--- src/rtl/cva6_pma_table_if.sv ---
// cva6_pma_table_if: config port and lookup/result handshake bundle of the PMA table
interface cva6_pma_table_if #(
  parameter int unsigned AddrWidth = 64
);
  logic                 cfg_req;
  logic                 cfg_gnt;
  logic                 cfg_we;
  logic [3:0]           cfg_idx;
  logic [1:0]           cfg_field;
  logic [AddrWidth-1:0] cfg_wdata;
  logic                 cfg_rvalid;
  logic [AddrWidth-1:0] cfg_rdata;
  logic                 cfg_err;
  logic                 lookup_valid;
  logic                 lookup_ready;
  logic [AddrWidth-1:0] lookup_addr;
  logic                 result_valid;
  logic                 result_ready;
  logic                 result_hit;
  logic [3:0]           result_idx;
  logic                 result_cached;
  logic                 result_nonidem;
  logic                 result_exec;
  modport master (
    output cfg_req, cfg_we, cfg_idx, cfg_field, cfg_wdata, lookup_valid, lookup_addr, result_ready,
    input  cfg_gnt, cfg_rvalid, cfg_rdata, cfg_err, lookup_ready, result_valid, result_hit,
           result_idx, result_cached, result_nonidem, result_exec
  );
  modport slave (
    input  cfg_req, cfg_we, cfg_idx, cfg_field, cfg_wdata, lookup_valid, lookup_addr, result_ready,
    output cfg_gnt, cfg_rvalid, cfg_rdata, cfg_err, lookup_ready, result_valid, result_hit,
           result_idx, result_cached, result_nonidem, result_exec
  );
endinterface

--- src/rtl/cva6_pma_table.sv ---
// cva6_pma_table: runtime-programmable physical memory attribute table with registered lookups
module cva6_pma_table #(
  parameter int unsigned                   NrRules     = 8,
  parameter int unsigned                   AddrWidth   = 64,
  parameter logic [NrRules*AddrWidth-1:0]  RstBase     = '0,
  parameter logic [NrRules*AddrWidth-1:0]  RstLength   = '0,
  parameter logic [NrRules*4-1:0]          RstAttr     = '0,
  parameter logic [2:0]                    DefaultAttr = 3'b000
) (
  input  logic              clk,
  input  logic              rst,
  cva6_pma_table_if.slave   bus
);
  logic [AddrWidth-1:0] base_q [NrRules];
  logic [AddrWidth-1:0] len_q  [NrRules];
  logic [3:0]           attr_q [NrRules];
  logic [AddrWidth-1:0] sel_base, sel_len, rdata;
  logic [3:0]           sel_attr;
  logic                 err, wr, hit;
  logic [3:0]           idx;
  logic [2:0]           attr;
  assign bus.cfg_gnt      = 1'b1;
  assign bus.lookup_ready = !bus.result_valid | bus.result_ready;
  // decode the config access: addressed rule, error cases and read data
  always_comb begin
    sel_base = '0;
    sel_len  = '0;
    sel_attr = '0;
    for (int i = 0; i < NrRules; i++)
      if (bus.cfg_idx == 4'(i)) begin
        sel_base = base_q[i];
        sel_len  = len_q[i];
        sel_attr = attr_q[i];
      end
    err   = 32'(bus.cfg_idx) >= NrRules || bus.cfg_field == 2'd3 || (bus.cfg_we && sel_attr[3]);
    wr    = bus.cfg_req && bus.cfg_we && !err;
    rdata = (err || bus.cfg_we) ? '0 :
            bus.cfg_field == 2'd0 ? sel_base :
            bus.cfg_field == 2'd1 ? sel_len : {{(AddrWidth-4){1'b0}}, sel_attr};
  end
  // priority match: scanning downwards lets the lowest matching index win
  always_comb begin
    hit  = 1'b0;
    idx  = '0;
    attr = DefaultAttr;
    for (int i = int'(NrRules) - 1; i >= 0; i--)
      if (len_q[i] != '0 && bus.lookup_addr >= base_q[i] && (bus.lookup_addr - base_q[i]) < len_q[i]) begin
        hit  = 1'b1;
        idx  = 4'(i);
        attr = attr_q[i][2:0];
      end
  end
  // table registers; a locked rule never reaches wr, so lock is sticky until reset
  always_ff @(posedge clk or posedge rst)
    if (rst)
      for (int i = 0; i < NrRules; i++) begin
        base_q[i] <= RstBase[i*AddrWidth +: AddrWidth];
        len_q[i]  <= RstLength[i*AddrWidth +: AddrWidth];
        attr_q[i] <= RstAttr[i*4 +: 4];
      end
    else if (wr)
      for (int i = 0; i < NrRules; i++)
        if (bus.cfg_idx == 4'(i)) begin
          if (bus.cfg_field == 2'd0) base_q[i] <= bus.cfg_wdata;
          else if (bus.cfg_field == 2'd1) len_q[i] <= bus.cfg_wdata;
          else attr_q[i] <= bus.cfg_wdata[3:0];
        end
  // one-cycle config response
  always_ff @(posedge clk or posedge rst)
    if (rst) begin
      bus.cfg_rvalid <= 1'b0;
      bus.cfg_err    <= 1'b0;
      bus.cfg_rdata  <= '0;
    end else begin
      bus.cfg_rvalid <= bus.cfg_req;
      bus.cfg_err    <= bus.cfg_req && err;
      bus.cfg_rdata  <= bus.cfg_req ? rdata : '0;
    end
  // single output stage: load on accept, hold while stalled, drain when consumed
  always_ff @(posedge clk or posedge rst)
    if (rst) begin
      bus.result_valid   <= 1'b0;
      bus.result_hit     <= 1'b0;
      bus.result_idx     <= '0;
      bus.result_exec    <= 1'b0;
      bus.result_nonidem <= 1'b0;
      bus.result_cached  <= 1'b0;
    end else if (bus.lookup_valid && bus.lookup_ready) begin
      bus.result_valid   <= 1'b1;
      bus.result_hit     <= hit;
      bus.result_idx     <= idx;
      bus.result_exec    <= attr[2];
      bus.result_nonidem <= attr[1];
      bus.result_cached  <= attr[0];
    end else if (bus.result_ready)
      bus.result_valid <= 1'b0;
endmodule

--- src/flat_wrapper.sv ---
// flat-port wrapper written by rule: the top's interface ports become plain ports
module cva6_pma_table_flat 
#(
  parameter int unsigned                   NrRules     = 8,
  parameter int unsigned                   AddrWidth   = 64,
  parameter logic [NrRules*AddrWidth-1:0]  RstBase     = '0,
  parameter logic [NrRules*AddrWidth-1:0]  RstLength   = '0,
  parameter logic [NrRules*4-1:0]          RstAttr     = '0,
  parameter logic [2:0]                    DefaultAttr = 3'b000
)
  (clk, rst, bus_cfg_req, bus_cfg_we, bus_cfg_idx, bus_cfg_field, bus_cfg_wdata, bus_lookup_valid, bus_lookup_addr, bus_result_ready, bus_cfg_gnt, bus_cfg_rvalid, bus_cfg_rdata, bus_cfg_err, bus_lookup_ready, bus_result_valid, bus_result_hit, bus_result_idx, bus_result_cached, bus_result_nonidem, bus_result_exec);
  cva6_pma_table_if #(.AddrWidth(AddrWidth)) bus_i ();
  input  logic clk;
  input  logic rst;
  input wire logic [$bits(bus_i.cfg_req)-1:0] bus_cfg_req;
  input wire logic [$bits(bus_i.cfg_we)-1:0] bus_cfg_we;
  input wire logic [$bits(bus_i.cfg_idx)-1:0] bus_cfg_idx;
  input wire logic [$bits(bus_i.cfg_field)-1:0] bus_cfg_field;
  input wire logic [$bits(bus_i.cfg_wdata)-1:0] bus_cfg_wdata;
  input wire logic [$bits(bus_i.lookup_valid)-1:0] bus_lookup_valid;
  input wire logic [$bits(bus_i.lookup_addr)-1:0] bus_lookup_addr;
  input wire logic [$bits(bus_i.result_ready)-1:0] bus_result_ready;
  output wire logic [$bits(bus_i.cfg_gnt)-1:0] bus_cfg_gnt;
  output wire logic [$bits(bus_i.cfg_rvalid)-1:0] bus_cfg_rvalid;
  output wire logic [$bits(bus_i.cfg_rdata)-1:0] bus_cfg_rdata;
  output wire logic [$bits(bus_i.cfg_err)-1:0] bus_cfg_err;
  output wire logic [$bits(bus_i.lookup_ready)-1:0] bus_lookup_ready;
  output wire logic [$bits(bus_i.result_valid)-1:0] bus_result_valid;
  output wire logic [$bits(bus_i.result_hit)-1:0] bus_result_hit;
  output wire logic [$bits(bus_i.result_idx)-1:0] bus_result_idx;
  output wire logic [$bits(bus_i.result_cached)-1:0] bus_result_cached;
  output wire logic [$bits(bus_i.result_nonidem)-1:0] bus_result_nonidem;
  output wire logic [$bits(bus_i.result_exec)-1:0] bus_result_exec;
  assign bus_i.cfg_req = bus_cfg_req;
  assign bus_i.cfg_we = bus_cfg_we;
  assign bus_i.cfg_idx = bus_cfg_idx;
  assign bus_i.cfg_field = bus_cfg_field;
  assign bus_i.cfg_wdata = bus_cfg_wdata;
  assign bus_i.lookup_valid = bus_lookup_valid;
  assign bus_i.lookup_addr = bus_lookup_addr;
  assign bus_i.result_ready = bus_result_ready;
  assign bus_cfg_gnt = bus_i.cfg_gnt;
  assign bus_cfg_rvalid = bus_i.cfg_rvalid;
  assign bus_cfg_rdata = bus_i.cfg_rdata;
  assign bus_cfg_err = bus_i.cfg_err;
  assign bus_lookup_ready = bus_i.lookup_ready;
  assign bus_result_valid = bus_i.result_valid;
  assign bus_result_hit = bus_i.result_hit;
  assign bus_result_idx = bus_i.result_idx;
  assign bus_result_cached = bus_i.result_cached;
  assign bus_result_nonidem = bus_i.result_nonidem;
  assign bus_result_exec = bus_i.result_exec;
  cva6_pma_table #(.NrRules(NrRules), .AddrWidth(AddrWidth), .RstBase(RstBase), .RstLength(RstLength), .RstAttr(RstAttr), .DefaultAttr(DefaultAttr)) u_core (.clk(clk), .rst(rst), .bus(bus_i));
endmodule
--- config.mk ---
export PLATFORM = sky130hd
export DESIGN_NAME = cva6_pma_table_flat
export DESIGN_NICKNAME = d
export VERILOG_FILES = /design/src/rtl/cva6_pma_table_if.sv /design/src/rtl/cva6_pma_table.sv /design/src/flat_wrapper.sv
export SDC_FILE = /design/constraint.sdc
export NUM_CORES = 2
export LEC_CHECK = 0
export BUFFER_PORTS_ARGS = -buffer_cell sky130_fd_sc_hd__buf_2
export CORE_MARGIN = 5
export CORE_UTILIZATION = 25
export CTS_CLUSTER_DIAMETER = 120
export CTS_CLUSTER_SIZE = 30
export DETAILED_ROUTE_END_ITERATION = 12
export GPL_ROUTABILITY_DRIVEN = 0
export MAX_ROUTING_LAYER = met4
export REMOVE_ABC_BUFFERS = 1
export SLEW_MARGIN = 20
export SYNTH_ARGS = -nofsm -noshare
export SYNTH_HDL_FRONTEND = slang
export SYNTH_SLANG_ARGS = --single-unit
--- constraint.sdc ---
create_clock -name clk -period 78.1 [get_ports clk]
set_input_delay 7.81 -clock clk [delete_from_list [all_inputs] [get_ports clk]]
set_output_delay 7.81 -clock clk [all_outputs]
set_load 0.005 [all_outputs]
Word-level counts from Yosys, hierarchy flattened
Index checks and enable logic that the tools add are counted.
Widths: inputs -> output; s select.
Word-level totals
  register bits: 1131
  output and inout port bits: 77
Cells by class
  $add $sub $neg: 8
  bitwise gates (word level): 3
  reductions and logical operators: 61
  mux-type cells: 54
  equal/unequal tests: 9
  magnitude comparators: 17
Operators with widths (count)
  $mux 64: 20
  $ge 64x64->1: 8
  $lt 64x64->1: 8
  $reduce_bool 64->1: 8
  $sub 64x64->64: 8
  $reduce_and 4->1: 16
  $mux 3: 16
  $mux 4: 8
  $reduce_and 3->1: 8
  $logic_and 1x1->1: 21
  $eq 4x3->1 const B: 4
  $mux 1: 10
  $eq 4x2->1 const B: 2
  $eq 4x1->1 const B: 1
  $ge 4x4->1 const B: 1
  $logic_not 4->1: 1
  $logic_or 1x1->1: 3
  $eq 2x1->1 const B: 1
  $eq 2x2->1 const B: 1
  $logic_not 1->1: 2
  $logic_not 2->1: 1
  $not 1->1: 2
  $reduce_bool 2->1: 1
  $or 1x1->1: 1

Depth between registers and ports, before layout
  word-level depth: 14
  gate-level depth with buffers: 33
  gate-level depth less buffers: 33

Least setup slack after synthesis
Ideal clock, no wire load.
  path kind: input to output
  from: in bus_result_ready
  to: out bus_lookup_ready
  stages: 1
  required time: 70290 ps
  arrival time: 7974 ps
  slack: 62316 ps
  buffers on the path: 0
  path through: nand2b_1
Between the ends
  word-level cells in the longest chain between the ends: 1
Ends and longest elaborated chain
  start: declaration: RTL line flat_wrapper.sv:22  | input wire logic [$bits(bus_i.result_ready)-1:0] bus_result_ready;
  $or 1x1->1: RTL line cva6_pma_table.sv:23  | assign bus.lookup_ready = !bus.result_valid | bus.result_ready;
  end: declaration: RTL line flat_wrapper.sv:27  | output wire logic [$bits(bus_i.lookup_ready)-1:0] bus_lookup_ready;
Every way passes these cells.

Worst setup path after layout
  from: in bus_lookup_addr[0]
  to: reg u_core.bus.result_cached
Between the ends
  word-level cells in the longest chain between the ends: 11
  elaborated cells between the ends (all ways): 48
Ends and longest elaborated chain
  start: declaration: RTL line flat_wrapper.sv:21  | input wire logic [$bits(bus_i.lookup_addr)-1:0] bus_lookup_addr;
  $sub 64x64->64 / $ge 64x64->1 (equally long branches): RTL line cva6_pma_table.sv:47  | if (len_q[i] != '0 && bus.lookup_addr >= base_q[i] && (bus.lookup_addr - base_q[i]) < len_q[i]) begin
  $lt 64x64->1 / $logic_and 1x1->1 (equally long branches): RTL line cva6_pma_table.sv:47
  $logic_and 1x1->1: RTL line cva6_pma_table.sv:47
  $mux 3 (7 in series): RTL line cva6_pma_table.sv:47
  $mux 3 (*): RTL line cva6_pma_table.sv:47
  end signal: assignment: RTL line cva6_pma_table.sv:94  | bus.result_cached <= attr[0];
  end: declaration: RTL line cva6_pma_table_if.sv:32  | result_idx, result_cached, result_nonidem, result_exec
Every way passes the cells marked *; elsewhere a longest branch is shown, timed or not.
A chain may end at the register's enable or synchronous reset.

==> insert_results.sql <==
INSERT INTO impl_metrics (metric_group, metric, value, unit) VALUES
('outcome', 'status', 'complete, no violations', ''),
('finish', 'mostFrequentLayoutCell', 'inv_1', ''),
('floorplanning', 'fp.dieH', '608', 'µm'),
('sta', 'hold_violations', '0', ''),
('drt', 'drt-vias-per-instance', '5.74', ''),
('synth', 'synth-edff-count', '0', ''),
('drt', 'route.vias.total', '83300', ''),
('cts', 'cts_hold_repair.buffers', '0', ''),
('sta', 'fin_tns_setup', '0', 'ns'),
('floorplanning', 'core', '356000', 'µm²'),
('grt', 'overflow', '0', ''),
('critical_path', 'critical_path.max_stage_delay', '0.97', 'ns'),
('synth', 'cell_count_after_synthesis', '9665', ''),
('drt', 'drt-pass1-iter-count', '10', ''),
('grt', 'number_of_antenna_violations_at_the_first_check_in_global_routing', '100', ''),
('sta', 'finalCritPeriodShare', '21.1', '%'),
('finish', 'fillerInstances', '38000', ''),
('finish', 'finalInstanceArea', '98300', 'µm²'),
('drt', 'route.detailed.wl_per_inst', '30.5', 'µm'),
('cts', 'tritoncts_clock_tree', 'done', ''),
('grt', 'via_count_of_the_first_global_routing_pass', '76500', ''),
('drt', 'detailedRoute.firstIterationViolations', '13900', ''),
('sta', 'fin_clk_skew', '0.0630', 'ns'),
('sta', 'rsz0062_at_grt', 'no', ''),
('critical_path', 'endpoint_kind', 'register', ''),
('sta', 'maxSlewViolCount', '0', ''),
('grt', 'grt.total_usage', '23.4', '%'),
('cts', 'ctsRootBufferMaster', 'clkbuf_16', ''),
('synth', 'synth_top_area_share', '31.6', '%'),
('synth', 'synth_seq_area_share', '31.6', '%'),
('sta', 'min_clock_period_post_route', '16.49', 'ns'),
('synth', 'syn_area', '89400', 'µm²'),
('cts', 'cts.reportedPaths.clkPinSlew', '0.12', 'ns'),
('floorplanning', 'rows', '219', ''),
('place', 'hpwl', '343', 'mm'),
('job', 'max_cap_viol_count', '0', ''),
('power', 'total_power', '1490', 'µW'),
('place', 'place.port_buffers', '214', ''),
('drt', 'wirelength', '443', 'mm'),
('floorplanning', 'fp.dieArea', '370000', 'µm²'),
('cts', 'postCtsResizedCells', '0', ''),
('power', 'powerDensity', '15.2', 'nW/µm²'),
('critical_path', 'timing_worst_setup_path_type', 'input port to register', ''),
('cts', 'cts.path.max_buffers', '3', ''),
('cts', 'insertion_delay', '0.81', 'ns'),
('critical_path', 'timing.critical_path.arrival', '17.20', 'ns'),
('synth', 'ys_seq_elements', '1130', ''),
('finish', 'final_cells', '14500', ''),
('finish', 'final_cell_mix', 'inv_1 (1,162), dfrtp_1 (1,130), mux2_2 (1,049)', ''),
('floorplanning', 'initial_utilization', '25.1', '%'),
('synth', 'top_cells_by_area_synth', 'dfrtp_1 (32%), ha_1 (14%), mux2_2 (13%)', ''),
('finish', 'post_route_cells_drive_above_1_share', '16.1', '%'),
('finish', 'seqCellArea', '28300', 'µm²'),
('cts', 'clock_sink_count', '1130', ''),
('critical_path', 'worst-path-max-fanout', '8', ''),
('sta', 'fmax', '60.6', 'MHz'),
('grt', 'grt_start_max_net_pins', '157', ''),
('synth', 'synthDistinctLibCells', '82', ''),
('min_path', 'min-delay-path-class', 'register to register', ''),
('synth', 'syn_avg_cell_area', '9.25', 'µm²'),
('finish', 'multi_input_area', '55800', 'µm²'),
('critical_path', 'start_kind', 'input port', ''),
('sta', 'report.final.setup_viol', '0', ''),
('critical_path', 'slowest_library_cell_on_the_worst_path', 'a2111oi_0', ''),
('finish', 'finish.net_count', '10800', ''),
('synth', 'synth_flop_cell', 'dfrtp_1', ''),
('power', 'peakVddDrop', '19.5', 'µV'),
('cts', 'h-tree-depth', '2', ''),
('cts', 'cts-buffers-inserted', '54', ''),
('critical_path', 'crit_required', '78.80', 'ns'),
('floorplanning', 'boundaryPins', '217', ''),
('drt', 'drtAntennaViolNets', '0', ''),
('synth', 'ys_async_sr_fraction', '100', '%'),
('place', 'number_of_placed_instances_taps_included', '14400', ''),
('drt', 'drc_errors', '0', ''),
('finish', 'syn_to_final_growth', '9.96', '%'),
('place', 'placed_area', '96300', 'µm²'),
('sta', 'tightest_slew', '1.39', 'ns'),
('synth', 'yosys_warnings', '0', ''),
('floorplanning', 'die-width', '608', 'µm'),
('synth', 'netlist.top_cell.by_area', 'dfrtp_1', ''),
('grt', 'wire_length_of_the_first_global_routing_pass', '606', 'mm'),
('sta', 'slew-limit-headroom', '6.44', '%'),
('cts', 'post-cts-setup-buffers', '0', ''),
('power', 'leak', '0.0433', 'µW');
[cell usage after synthesis, types with 140 or more instances]
library cell  instances
dfrtp_1            1130
nor4_1              163
o21ai_0             356
inv_1              1163
nand3_1             172
nand2_1             508
xor2_1              150
a222oi_1            140
nor2_1              356
ha_1               1016
a21o_1              482
clkbuf_1            362
nand4_1             245
mux2_2             1049
a21oi_1             728
xnor2_1             312
[metrics by stage]
| stage | hold WS, ns | worst slack [ns] | utilization (%) |
|---|---|---|---|
| detailed placement | 0.456 | 61.31 | 27.1 |
| global route | 0.501 | 61.41 | 27.6 |
| global placement | 0.452 | 61.00 | 27.0 |
| CTS | 0.484 | 62.08 | 27.6 |
| finish | 0.482 | 61.61 | 27.6 |
| floorplan | 0.442 | 38.47 | - |
[state kept, by name, indices dropped and copies added (netlist names)]
signal	flops
u_core.base_q	512
u_core.len_q	512
u_core.bus.cfg_rdata	64
u_core.attr_q	32
u_core.bus.result_idx	3
u_core.bus.cfg_err	1
u_core.bus.cfg_rvalid	1
u_core.bus.result_cached	1
u_core.bus.result_exec	1
u_core.bus.result_hit	1
u_core.bus.result_nonidem	1
u_core.bus.result_valid	1
[final timing paths]
kind                            cells past startpoint  slack [ns]                                    to                           start
worst max-delay path                               30       61.61  u_core.bus.result_cached$_DFFE_PP0P_              bus_lookup_addr[0]
worst min-delay path                                1        0.48         u_core.attr_q[23]$_DFFE_PP0P_   u_core.attr_q[23]$_DFFE_PP0P_
worst max register to register                     26       68.60  u_core.bus.result_cached$_DFFE_PP0P_  u_core.base_q[285]$_DFFE_PP0P_
worst min register to register                      1        0.48         u_core.attr_q[23]$_DFFE_PP0P_   u_core.attr_q[23]$_DFFE_PP0P_
max in group asynchronous                           5       67.71    u_core.bus.cfg_rdata[29]$_DFF_PP0_                             rst
min in group asynchronous                           2        7.16         u_core.len_q[427]$_DFFE_PP0P_                             rst
[power by group]
part	total (µW)	switching, µW	leakage (µW)	internal [µW]
sequential	644	36.2	0.0156	608
clock	381	242	0.000870	139
combinational	467	302	0.0268	165
total	1490	580	0.0433	912
[final cells by class]
type                       instances  area share, %
multi-input combinational       6993           56.7
sequential                      1130           28.8
clock inverter                    28          0.444
timing repair buffer             319           1.99
inverter                        1163           4.45
tap                             4751           6.05
clock buffer                      55           1.40
antenna                           74          0.188
[kinds of logic (layout without fill, tap and decap cells)]
| group | count (synthesis) | in the layout | synth area share [%] |
|---|---|---|---|
| adders and majority gates | 1024 | 1024 | 14.4 |
| AOI/OAI and AO/OA | 2508 | 2508 | 18.7 |
| buffers and inverters | 1542 | 1565 | 6.48 |
| and+or+nand+nor | 1946 | 1946 | 11.0 |
| DFF | 1130 | 1130 | 31.6 |
| muxes | 1051 | 1051 | 13.2 |
| other | 2 | 76 | 0.00840 |
| xor gates and xnor gates | 462 | 462 | 4.53 |
[worst max-delay path: cells and delay by family]
kind | cells | cell delay, ns
buffers and inverters | 4 | 0.71
and+or+nand+nor | 10 | 3.03
AOI/OAI and AO/OA | 12 | 4.54
adders and majority gates | 3 | 0.99
xor gates and xnor gates | 1 | 0.11
[routing by layer]
layer	GRT usage (%)	wire, µm	vias up
met5	-	0	-
met4	15.8	38200	0
met3	6.62	55000	1322
met2	32.8	180000	5752
met1	28.9	169000	41200
li1	-	-	35100
(Power assumes the default switching activity.)
